`config.mk`:
```
export PLATFORM = sky130hd
export DESIGN_NAME = pr_request_queue_mc
export DESIGN_NICKNAME = d
export VERILOG_FILES = /design/src/rtl/pr_request_queue_mc_pkg.sv /design/src/rtl/pr_queue_axil_slave.sv /design/src/rtl/pr_request_queue_mc.sv
export SDC_FILE = /design/constraint.sdc
export NUM_CORES = 1
export LEC_CHECK = 0
export CAP_MARGIN = 25
export CORE_MARGIN = 5
export CORE_UTILIZATION = 52
export DETAILED_ROUTE_END_ITERATION = 10
export PLACE_DENSITY = 0.83
export SLEW_MARGIN = 20
export SYNTH_ARGS = -nofsm -noshare
export SYNTH_HDL_FRONTEND = slang
export SYNTH_SLANG_ARGS = --single-unit
```
`constraint.sdc`:
```
create_clock -name clk -period 3.3 [get_ports clk]
set_clock_uncertainty 0.05 [all_clocks]
set_input_delay 0.33 -clock clk [delete_from_list [all_inputs] [get_ports clk]]
set_output_delay 0.33 -clock clk [all_outputs]
set_load 0.1 [all_outputs]
```
`src/rtl/pr_request_queue_mc_pkg.sv`:
```
// pr_request_queue_mc_pkg: shared entry type, register map and head-word packing for the PR request queue.
package pr_request_queue_mc_pkg;
    typedef struct packed {
        logic [7:0]  channel;
        logic [15:0] cfg_id;
    } pr_queue_entry_t;
    localparam logic [3:0] PRQ_STATUS_ADDR   = 4'h0;
    localparam logic [3:0] PRQ_HEAD_ADDR     = 4'h4;
    localparam logic [3:0] PRQ_INFLIGHT_ADDR = 4'h8;
    localparam logic [3:0] PRQ_COMPLETE_ADDR = 4'h0;
    localparam logic [3:0] PRQ_FLUSH_ADDR    = 4'h4;
    function automatic logic [31:0] prq_head_word(input pr_queue_entry_t e);
        return {1'b1, 7'b0, e.channel, e.cfg_id};
    endfunction
endpackage

```
`src/rtl/pr_queue_axil_slave.sv`:
```
// pr_queue_axil_slave: AXI-lite handshakes; turns accepted reads/writes into single-cycle strobes and registers the response.
module pr_queue_axil_slave (
    input  logic        clk,
    input  logic        rst,
    input  logic [3:0]  s_axi_awaddr,
    input  logic        s_axi_awvalid,
    output logic        s_axi_awready,
    input  logic [31:0] s_axi_wdata,
    input  logic        s_axi_wvalid,
    output logic        s_axi_wready,
    output logic        s_axi_bvalid,
    input  logic        s_axi_bready,
    input  logic [3:0]  s_axi_araddr,
    input  logic        s_axi_arvalid,
    output logic        s_axi_arready,
    output logic [31:0] s_axi_rdata,
    output logic        s_axi_rvalid,
    input  logic        s_axi_rready,
    output logic        rd_strobe,
    output logic [3:0]  rd_addr,
    input  logic [31:0] rd_data,
    output logic        wr_strobe,
    output logic [3:0]  wr_addr,
    output logic [31:0] wr_data
);
    assign s_axi_arready = !s_axi_rvalid;
    assign rd_strobe     = s_axi_arvalid & !s_axi_rvalid;
    assign rd_addr       = s_axi_araddr;
    // address and data are only taken together so a write is always one strobe
    assign wr_strobe     = s_axi_awvalid & s_axi_wvalid & !s_axi_bvalid;
    assign s_axi_awready = wr_strobe;
    assign s_axi_wready  = wr_strobe;
    assign wr_addr       = s_axi_awaddr;
    assign wr_data       = s_axi_wdata;
    always_ff @(posedge clk) begin
        if (rst) begin
            s_axi_rvalid <= 1'b0;
            s_axi_rdata  <= '0;
            s_axi_bvalid <= 1'b0;
        end else begin
            if (rd_strobe) begin
                s_axi_rdata  <= rd_data;
                s_axi_rvalid <= 1'b1;
            end else if (s_axi_rready) s_axi_rvalid <= 1'b0;
            if (wr_strobe) s_axi_bvalid <= 1'b1;
            else if (s_axi_bready) s_axi_bvalid <= 1'b0;
        end
    end
endmodule

```
`src/rtl/pr_request_queue_mc.sv`:
```
// pr_request_queue_mc: multi-channel PR request FIFO with per-channel busy tracking and coalescing,
// drained by a host over AXI-lite.
module pr_request_queue_mc
    import pr_request_queue_mc_pkg::*;
#(
    parameter int DEPTH        = 8,
    parameter int NUM_CHANNELS = 4,
    parameter int CFG_ID_W     = 8
) (
    input  logic                            clk,
    input  logic                            rst,
    input  logic                            req_valid,
    output logic                            req_ready,
    input  logic [$clog2(NUM_CHANNELS)-1:0] req_channel,
    input  logic [CFG_ID_W-1:0]             req_cfg_id,
    output logic [NUM_CHANNELS-1:0]         chan_busy,
    output logic [$clog2(DEPTH):0]          queue_count,
    output logic                            pr_request_pending,
    input  logic [3:0]                      s_axi_awaddr,
    input  logic                            s_axi_awvalid,
    output logic                            s_axi_awready,
    input  logic [31:0]                     s_axi_wdata,
    input  logic                            s_axi_wvalid,
    output logic                            s_axi_wready,
    output logic                            s_axi_bvalid,
    input  logic                            s_axi_bready,
    input  logic [3:0]                      s_axi_araddr,
    input  logic                            s_axi_arvalid,
    output logic                            s_axi_arready,
    output logic [31:0]                     s_axi_rdata,
    output logic                            s_axi_rvalid,
    input  logic                            s_axi_rready
);
    localparam int CW = $clog2(NUM_CHANNELS);
    localparam int PW = $clog2(DEPTH);
    pr_queue_entry_t entries [DEPTH];
    pr_queue_entry_t head_ent;
    logic [PW-1:0] head, tail, wr_base;
    logic [PW-1:0] slot [NUM_CHANNELS];
    logic [PW:0] count;
    logic [NUM_CHANNELS-1:0] queued, inflight;
    logic [CW-1:0] pop_ch, cpl_ch;
    logic rd_strobe, wr_strobe, push, pop, fresh, coalesce, complete, flush, unused_bits;
    logic [3:0] rd_addr, wr_addr;
    logic [31:0] rd_data, wr_data;
    pr_queue_axil_slave u_axil (
        .clk(clk), .rst(rst),
        .s_axi_awaddr(s_axi_awaddr), .s_axi_awvalid(s_axi_awvalid), .s_axi_awready(s_axi_awready),
        .s_axi_wdata(s_axi_wdata), .s_axi_wvalid(s_axi_wvalid), .s_axi_wready(s_axi_wready),
        .s_axi_bvalid(s_axi_bvalid), .s_axi_bready(s_axi_bready),
        .s_axi_araddr(s_axi_araddr), .s_axi_arvalid(s_axi_arvalid), .s_axi_arready(s_axi_arready),
        .s_axi_rdata(s_axi_rdata), .s_axi_rvalid(s_axi_rvalid), .s_axi_rready(s_axi_rready),
        .rd_strobe(rd_strobe), .rd_addr(rd_addr), .rd_data(rd_data),
        .wr_strobe(wr_strobe), .wr_addr(wr_addr), .wr_data(wr_data)
    );
    assign head_ent           = entries[head];
    assign pop_ch             = head_ent.channel[CW-1:0];
    assign cpl_ch             = wr_data[CW-1:0];
    assign unused_bits        = ^wr_data[31:8];
    assign req_ready          = queued[req_channel] | (count < (PW+1)'(DEPTH));
    assign push               = req_valid & req_ready;
    assign pop                = rd_strobe && rd_addr == PRQ_HEAD_ADDR && count != '0;
    assign complete           = wr_strobe && wr_addr == PRQ_COMPLETE_ADDR && 32'(wr_data[7:0]) < NUM_CHANNELS;
    assign flush              = wr_strobe && wr_addr == PRQ_FLUSH_ADDR && wr_data[0];
    // a repeat to the channel leaving the queue this cycle must become a new entry, not a lost overwrite
    assign coalesce           = push && queued[req_channel] && !flush && !(pop && pop_ch == req_channel);
    assign fresh              = push & !coalesce;
    assign wr_base            = flush ? '0 : tail;
    assign chan_busy          = queued | inflight;
    assign queue_count        = count;
    assign pr_request_pending = count != '0;
    assign rd_data = rd_addr == PRQ_STATUS_ADDR   ? {8'(NUM_CHANNELS), 6'b0, count == (PW+1)'(DEPTH), count == '0, 16'(count)}
                   : rd_addr == PRQ_HEAD_ADDR     ? (count != '0 ? prq_head_word(head_ent) : '0)
                   : rd_addr == PRQ_INFLIGHT_ADDR ? 32'(inflight)
                   : '0;
    always_ff @(posedge clk) begin
        if (rst) begin
            head     <= '0;
            tail     <= '0;
            count    <= '0;
            queued   <= '0;
            inflight <= '0;
            for (int i = 0; i < NUM_CHANNELS; i++) slot[i] <= '0;
        end else begin
            head  <= flush ? '0 : head + PW'(pop);
            tail  <= wr_base + PW'(fresh);
            count <= (flush ? '0 : count - (PW+1)'(pop)) + (PW+1)'(fresh);
            if (flush) queued <= '0;
            if (pop) queued[pop_ch] <= 1'b0;
            if (fresh) begin
                queued[req_channel] <= 1'b1;
                slot[req_channel]   <= wr_base;
            end
            // pop is applied after complete so a same-channel pair leaves the channel in flight
            if (complete) inflight[cpl_ch] <= 1'b0;
            if (pop) inflight[pop_ch] <= 1'b1;
        end
    end
    always_ff @(posedge clk) begin
        if (fresh) entries[wr_base] <= '{channel: 8'(req_channel), cfg_id: 16'(req_cfg_id)};
        if (coalesce) entries[slot[req_channel]].cfg_id <= 16'(req_cfg_id);
    end
endmodule

```
==> impl_metrics.csv <==
group,metric,value,unit
run_status,status,"completed",
cells_and_area,syn2layout_area_growth,26.23,%
clock_tree,cts.reportedPaths.clkPinSlew,70,ps
timing,finalCriticalPeriod,3098,ps
timing,max_freq,0.3228,GHz
clock_tree,cts_max_path_buffers,2,
worst_setup_path,endpoint_kind,"flop",
worst_setup_path,arrival,3200,ps
synthesis,synth_area_leaders,"edfxtp_1, dfxtp_1, mux4_2, buf_4, nor2_1",
synthesis,synthDistinctLibCells,48,
placement,numPortBuffers,60,
global_routing,antenna_found_initial,0,
route,drt_wl_total,13.69,mm
synthesis,yosysTopAreaCellShare,50.46,%
floorplanning,pin_count,105,
cells_and_area,final_cell_area,6912,um^2
worst_setup_path,cp_data_required_time,3400,ps
worst_setup_path,crit-reg2reg-launch,"head[0]$_SDFF_PP0_",
timing,maxSlewHeadroom,31.92,%
worst_setup_path,cp_max_fo,20,
global_routing,grt_max_degree,24,
synthesis,avgSynthCellArea,13.55,um^2
clock_tree,worstSkewPairLatency,520,ps
worst_setup_path,start_kind,"flop",
timing,setup_viol,0,
route,route.detailed.drc,0,
cells_and_area,drive_gt1_share,20.68,%
pwr,p_per_area,609.3,nW/um^2
clock_tree,cts.sinks,124,
worst_setup_path,rrSetupSlack,200,ps
timing,worstMarginPinSlew,1018,ps
clock_tree,cts_inserted_buffers,17,
global_routing,grt_pass1_wl,21.54,mm
worst_setup_path,crit_path_top_delay_cell,"mux4_2",
global_routing,grt_overflow,0,
worst_hold_path,hold_path.class,"input port to flop",
cells_and_area,fin_nets,551,
worst_hold_path,whs_path_depth,2,
placement,place_area,6264,um^2
synthesis,yosysSeqAreaShare,62.16,%
floorplanning,rows,37,
timing,setup_tns,0,ps
worst_setup_path,cp_cell_sequence,"mux4_2 -> mux2i_4 -> xnor2_1 -> and4b_1 -> o21ai_2 -> buf_12 -> o31ai_1",
route,postRouteAntennaNets,0,
synthesis,synthCells,404,
route,wl_per_cell,21.59,um
worst_setup_path,crit_type,"flop to flop",
floorplanning,core_area,10280,um^2
worst_hold_path,hp-start,"s_axi_rready",
route,dr.pass1.iters,5,
synthesis,synth_edf_count,92,
synthesis,yosysTopAreaCell,"edfxtp_1",
floorplanning,die_h,112.6,um
worst_setup_path,max_stage_delay,570,ps
global_routing,grtUsageTotal,22.71,%
worst_setup_path,worst-path-buf-inv,1,
floorplanning,chipWidth,112.6,um
floorplanning,start_util,53.27,%
global_routing,grt_pass1_vias,3848,
cells_and_area,n_antenna_cell,0,
cells_and_area,final_cells,634,
worst_setup_path,timing.rr.end,"slot[1][0]$_SDFFCE_PN0P_",
synthesis,synthArstFlopShare,0,%
timing,rsz0062_at_grt,"no",
clock_tree,cts-htree-levels,4,
worst_hold_path,worstHoldEndpoint,"u_axil.s_axi_rvalid$_SDFFE_PP0P_",
cells_and_area,postLayoutCoreUtil,67.25,%
clock_tree,cts_tree,"yes",
synthesis,ys_ff_latch,124,
placement,gp_congestion,0.9417,
placement,placed_cells,602,
floorplanning,dieArea,12680,um^2
worst_setup_path,path_delay_family,"multiplexers",
pwr,ir_drop,0.2822,mV
run,max_cap_viol_count,0,
placement,dpl.hpwl,8.756,mm
timing,hold_viol,0,
synthesis,synth_warnings,0,
synthesis,yosys_most_used_dff,"edfxtp_1",
synthesis,synth_commonest_cells,"edfxtp_1, dfxtp_1, nor2_1",
route,drt_first_iter_violations,381,
timing,min_period_over_period,93.88,%
synthesis,yosysMostFrequentCell,"edfxtp_1",
route,routed-via-count,3745,
pwr,p_leak,2.427,nW
worst_setup_path,rr_worst_depth,7,
timing,slew_violations,0,
route,viasPerCell,5.907,
synthesis,synthesis.area,5475,um^2
clock_tree,clockRootBuffer,"clkbuf_8",
repair_timing:
item                                    in CTS  in global routing
buffers inserted                             0                  0
resized for setup                            1                  6
endpoints found under the setup margin       8                 49
endpoints found under the hold margin        0                  0
hold buffers                                 0                  0
layout make-up:
cell class / instances / area [um^2]
Multi-Input combinational cell: 248 / 1901
Sequential cell: 124 / 3407
Clock buffer: 17 / 414.1
Fill cell: 661 / 3366
Tap cell: 136 / 170.2
Clock inverter: 15 / 200.2
Inverter: 12 / 45.04
Timing Repair Buffer: 82 / 774.5
per-stage QoR:
step                setup slack, ps  hold slack [ps]  power, mW
floorplan                    -163.6            372.5      2.164
global placement              147.1            393.2      2.282
detailed placement            45.14            404.7      2.296
CTS                           49.01            324.4      4.218
global route                  40.39            350.6      4.341
finish                        202.0            334.4      4.211
layout by cell type, fill, tap and decap left out, types with 3 or more instances in the layout:
cell and count:
nand3_1 15, clkdlybuf4s50_1 57, nand4_1 3, ha_1 8, a22oi_1 4, mux4_2 22
a211oi_1 3, or2_2 5, edfxtp_1 92, dfxtp_1 29, inv_1 11, xor2_1 4
mux2_2 5, o21ai_1 3, bufinv_16 3, nand2_1 19, clkbuf_16 16, and2_1 4
clkinv_4 4, mux2i_1 7, buf_4 23, a21oi_1 14, o31ai_1 3, nor3_1 20
nor2_1 27, and3_1 4, dfxtp_2 3, xnor2_1 3, o22ai_1 8, nor2b_1 11
inv_6 6, o211ai_1 6, o21ai_0 4, conb_1 20, o31ai_2 3
kinds of logic after synthesis:
logic type	after synthesis	share of synthesized area [%]
DFF	124	62.16
adders and majority gates	8	1.828
muxes	35	11.77
buffers and inverters	51	5.096
other	1	0.06849
AOI/OAI and AO/OA	56	6.581
xor gates and xnor gates	7	1.120
and+or+nand+nor	122	11.38
worst max-delay path by stage:
stage | cells past startpoint | to | slack (ps) | start
after global routing | 8 | entries[2][4]$_DFFE_PP_ | 40 | head[0]$_SDFF_PP0_
after global placement | 7 | entries[3][5]$_DFFE_PP_ | 150 | s_axi_araddr[3]
final | 7 | slot[1][0]$_SDFFCE_PN0P_ | 200 | head[0]$_SDFF_PP0_
after CTS | 8 | slot[3][0]$_DFFE_PP_ | 50 | head[0]$_SDFF_PP0_
after floorplan | 6 | entries[0][0]$_DFFE_PP_ | -160 | queue_count[2]$_SDFF_PP0_
after detailed placement | 7 | entries[3][5]$_DFFE_PP_ | 50 | head[0]$_SDFF_PP0_
report_power, final:
part / internal, mW / total [mW] / switching, mW
logic: 0.148 / 0.525 / 0.377
registers: 1.73 / 1.76 / 0.0278
clock network: 1.18 / 1.93 / 0.751
total: 3.06 / 4.21 / 1.16
layer usage:
metal,share of wire (%),vias up,GRT usage (%),routed length (um)
li1,-,1671,-,-
met1,37,1845,27.65,5021
met2,53,195,38.63,7318
met3,6.7,34,5.445,924
met4,3.1,0,9.696,424
met5,0,-,0,0
registers in the layout, summed over array words and instances (netlist names), 3 cells and up:
name and cells:
queued 4, entries 80, u_axil.s_axi_rdata 12, inflight 4
tail 3, head 3, queue_count 4, slot 12
Power figures use the tool's default switching activity.
==> edit (same settings) <==
Add an input register stage for `req_cfg_id`, cleared by the reset; this delays it by one clock. The other inputs are not delayed to match.
--- a/src/rtl/pr_request_queue_mc.sv
+++ b/src/rtl/pr_request_queue_mc.sv
@@ -34,4 +34,15 @@
     localparam int CW = $clog2(NUM_CHANNELS);
     localparam int PW = $clog2(DEPTH);
+
+    logic [CFG_ID_W-1:0] req_cfg_id_q;
+
+    always_ff @(posedge clk) begin
+        if (rst) begin
+            req_cfg_id_q <= '0;
+        end else begin
+            req_cfg_id_q <= req_cfg_id;
+        end
+    end
+
     pr_queue_entry_t entries [DEPTH];
     pr_queue_entry_t head_ent;
@@ -98,6 +109,6 @@
     end
     always_ff @(posedge clk) begin
-        if (fresh) entries[wr_base] <= '{channel: 8'(req_channel), cfg_id: 16'(req_cfg_id)};
-        if (coalesce) entries[slot[req_channel]].cfg_id <= 16'(req_cfg_id);
+        if (fresh) entries[wr_base] <= '{channel: 8'(req_channel), cfg_id: 16'(req_cfg_id_q)};
+        if (coalesce) entries[slot[req_channel]].cfg_id <= 16'(req_cfg_id_q);
     end
 endmodule
Behaviour: not the same (a bounded check fails within 4 cycles, from zero or initial values and one cycle with rst high).
==> edit against the unedited design <==
Synthesized cell count up 4.0%. Routed wire length down 8.0%. Design area up 1.4%. Setup slack better by 65 ps. Hold slack worse by 7.2 ps. Area after synthesis up 4.1%. Sequential cell count up 8. Critical path depth unchanged. Via count unchanged. Power down 4.7%. Critical path type unchanged.
==> edit: results (changes against the unedited design) <==
First-pass DRT Iterations = 5 (unchanged)
H-tree Lvls = 4 (unchanged)
Pin count of the biggest net entering global routing = 35 (+46%)
Leakage power = 0.00247 µW (+1.7%)
Ys async rst share = 0 (unchanged)
First-pass GRT wire length = 20000 µm (-7.2%)
Worst Reg-to-Reg Cells = 7 (unchanged)
Hold/Removal Path Class = primary input to register
FF-to-FF Start = head[0]$_SDFF_PP0_
Worst hold slack = 327 ps (-7.24 ps)
Initial antenna violation count = 0 (unchanged)
Post-CTS Setup Bufs = 0 (unchanged)
Layout cell share with drive strength beyond 1 = 0.196 (-0.0107)
Num CTS Buffers = 17 (unchanged)
Register area share after synthesis = 0.625 (+0.00381)
Vias in the first global route = 3853 (+0.13%)
Vias per Instance = 5.76 (-2.5%)
Root buf cell = clkbuf_8
Worst IR Drop VDD = 0.000385 V (+36%)
Area post-placement = 6480 µm² (+3.5%)
Clk slew on worst S/H paths = 60 ps
Biggest regs = entries x80, slot x12, u_axil.s_axi_rdata x12
RR Endpoint = entries[4][0]$_DFFE_PP_
Critical Path AT = 3200 ps (about the same)
Reg2Reg Setup Slack = 270 ps (+70 ps)
Max incr delay on CP = 580 ps
Worst slew margin = 0.335 (+0.0157)
EDFF count, synth = 92 (unchanged)
Wire per inst = 19.4 µm (-10%)
Ys Warns = 0 (unchanged)
Vias = 3745 (unchanged)
Cell total after placement = 618 (+2.7%)
Clk Latency, worst-skew pair = 520 ps (about the same)
Min-Delay Path Depth = 2 (unchanged)
Status = finished, final reports clean
Synth area leaders = edfxtp_1 (48%), dfxtp_1 (14%), mux4_2 (8.7%)
Detailed Route Iter0 Violations = 345 (-9.4%)
Worst slack, placed = 139 ps (+93.4 ps)
Ant diodes = 0 (unchanged)
Crit Path Max Fanout = 11 (-45%)
Clock Tree Buf Depth = 2 (unchanged)
Slowest-stage cell, CP = mux4_2
Final setup violation count = 0 (unchanged)
Synth cell count leaders = edfxtp_1 (92), dfxtp_1 (40), nor2_1 (26), buf_4 (22), mux4_2 (22)
Gr usage total = 0.205 (-0.0222)
Final estimated routing congestion in global placement = 0.889 (-5.6%)
Layout Nets = 563 (+2.2%)
Syn Area/Cell = 13.6 µm² (+0.10%)
Input/output buffers = 60 (unchanged)
Detailed Place HPWL = 8750 µm (about the same)
## edit: metal layers
layer / part of all wire / GRT usage
met3: 0.073 / 0.0581
met1: 0.41 / 0.258
met4: 0.018 / 0.0657
met5: 0 / 0
met2: 0.50 / 0.343
## edit: repair_timing
item                                    CTS  global route
endpoints found under the setup margin    0             3
endpoints found under the hold margin     0             0
gates resized for setup                   0             1
## edit: cell type report
class | instances | area [µm²]
sequential | 132 | 3570
tap | 140 | 175
multi-input combinational | 254 | 1950
fill | 764 | 3780
timing repair buffer | 80 | 756
clock buffer | 19 | 432
clock inverter | 13 | 86.3
inverter | 12 | 45.0
## edit: how the worst max path moves through the flow
stage | from | to | slack [ps]
finish | head[0]$_SDFF_PP0_ | entries[4][0]$_DFFE_PP_ | 270
global route | head[0]$_SDFF_PP0_ | entries[4][7]$_DFFE_PP_ | 150
CTS | head[0]$_SDFF_PP0_ | queue_count[2]$_SDFF_PP0_ | 130
detailed placement | head[0]$_SDFF_PP0_ | queue_count[2]$_SDFF_PP0_ | 140
global placement | req_channel[0] | queue_count[2]$_SDFF_PP0_ | 210
floorplan | u_axil.s_axi_bvalid$_SDFFE_PP0P_ | entries[5][0]$_DFFE_PP_ | 40
## edit: cells by family after synthesis
family	synth area share
xor gates and xnor gates	0.0108
buffers and inverters	0.0507
and+or+nand+nor	0.118
other	0.000658
DFF	0.625
muxes	0.113
AOI/OAI and AO/OA	0.0639
adders and majority gates	0.0176
## edit: report_power, final
group	internal [µW]	total [µW]	switching [µW]	leakage, µW
Clock	937	1630	690	0.000252
Combinational	150	517	367	0.00103
Sequential	1830	1870	37.1	0.00119
Total	2920	4010	1090	0.00247
## edit: through the flow
stage                     total power (µW)  utilization
final                                 4010        0.649
after global routing                  4150        0.649
after detailed placement              2410        0.601
after CTS                             4020        0.649
after floorplan                       2290            -
after global placement                2400        0.601
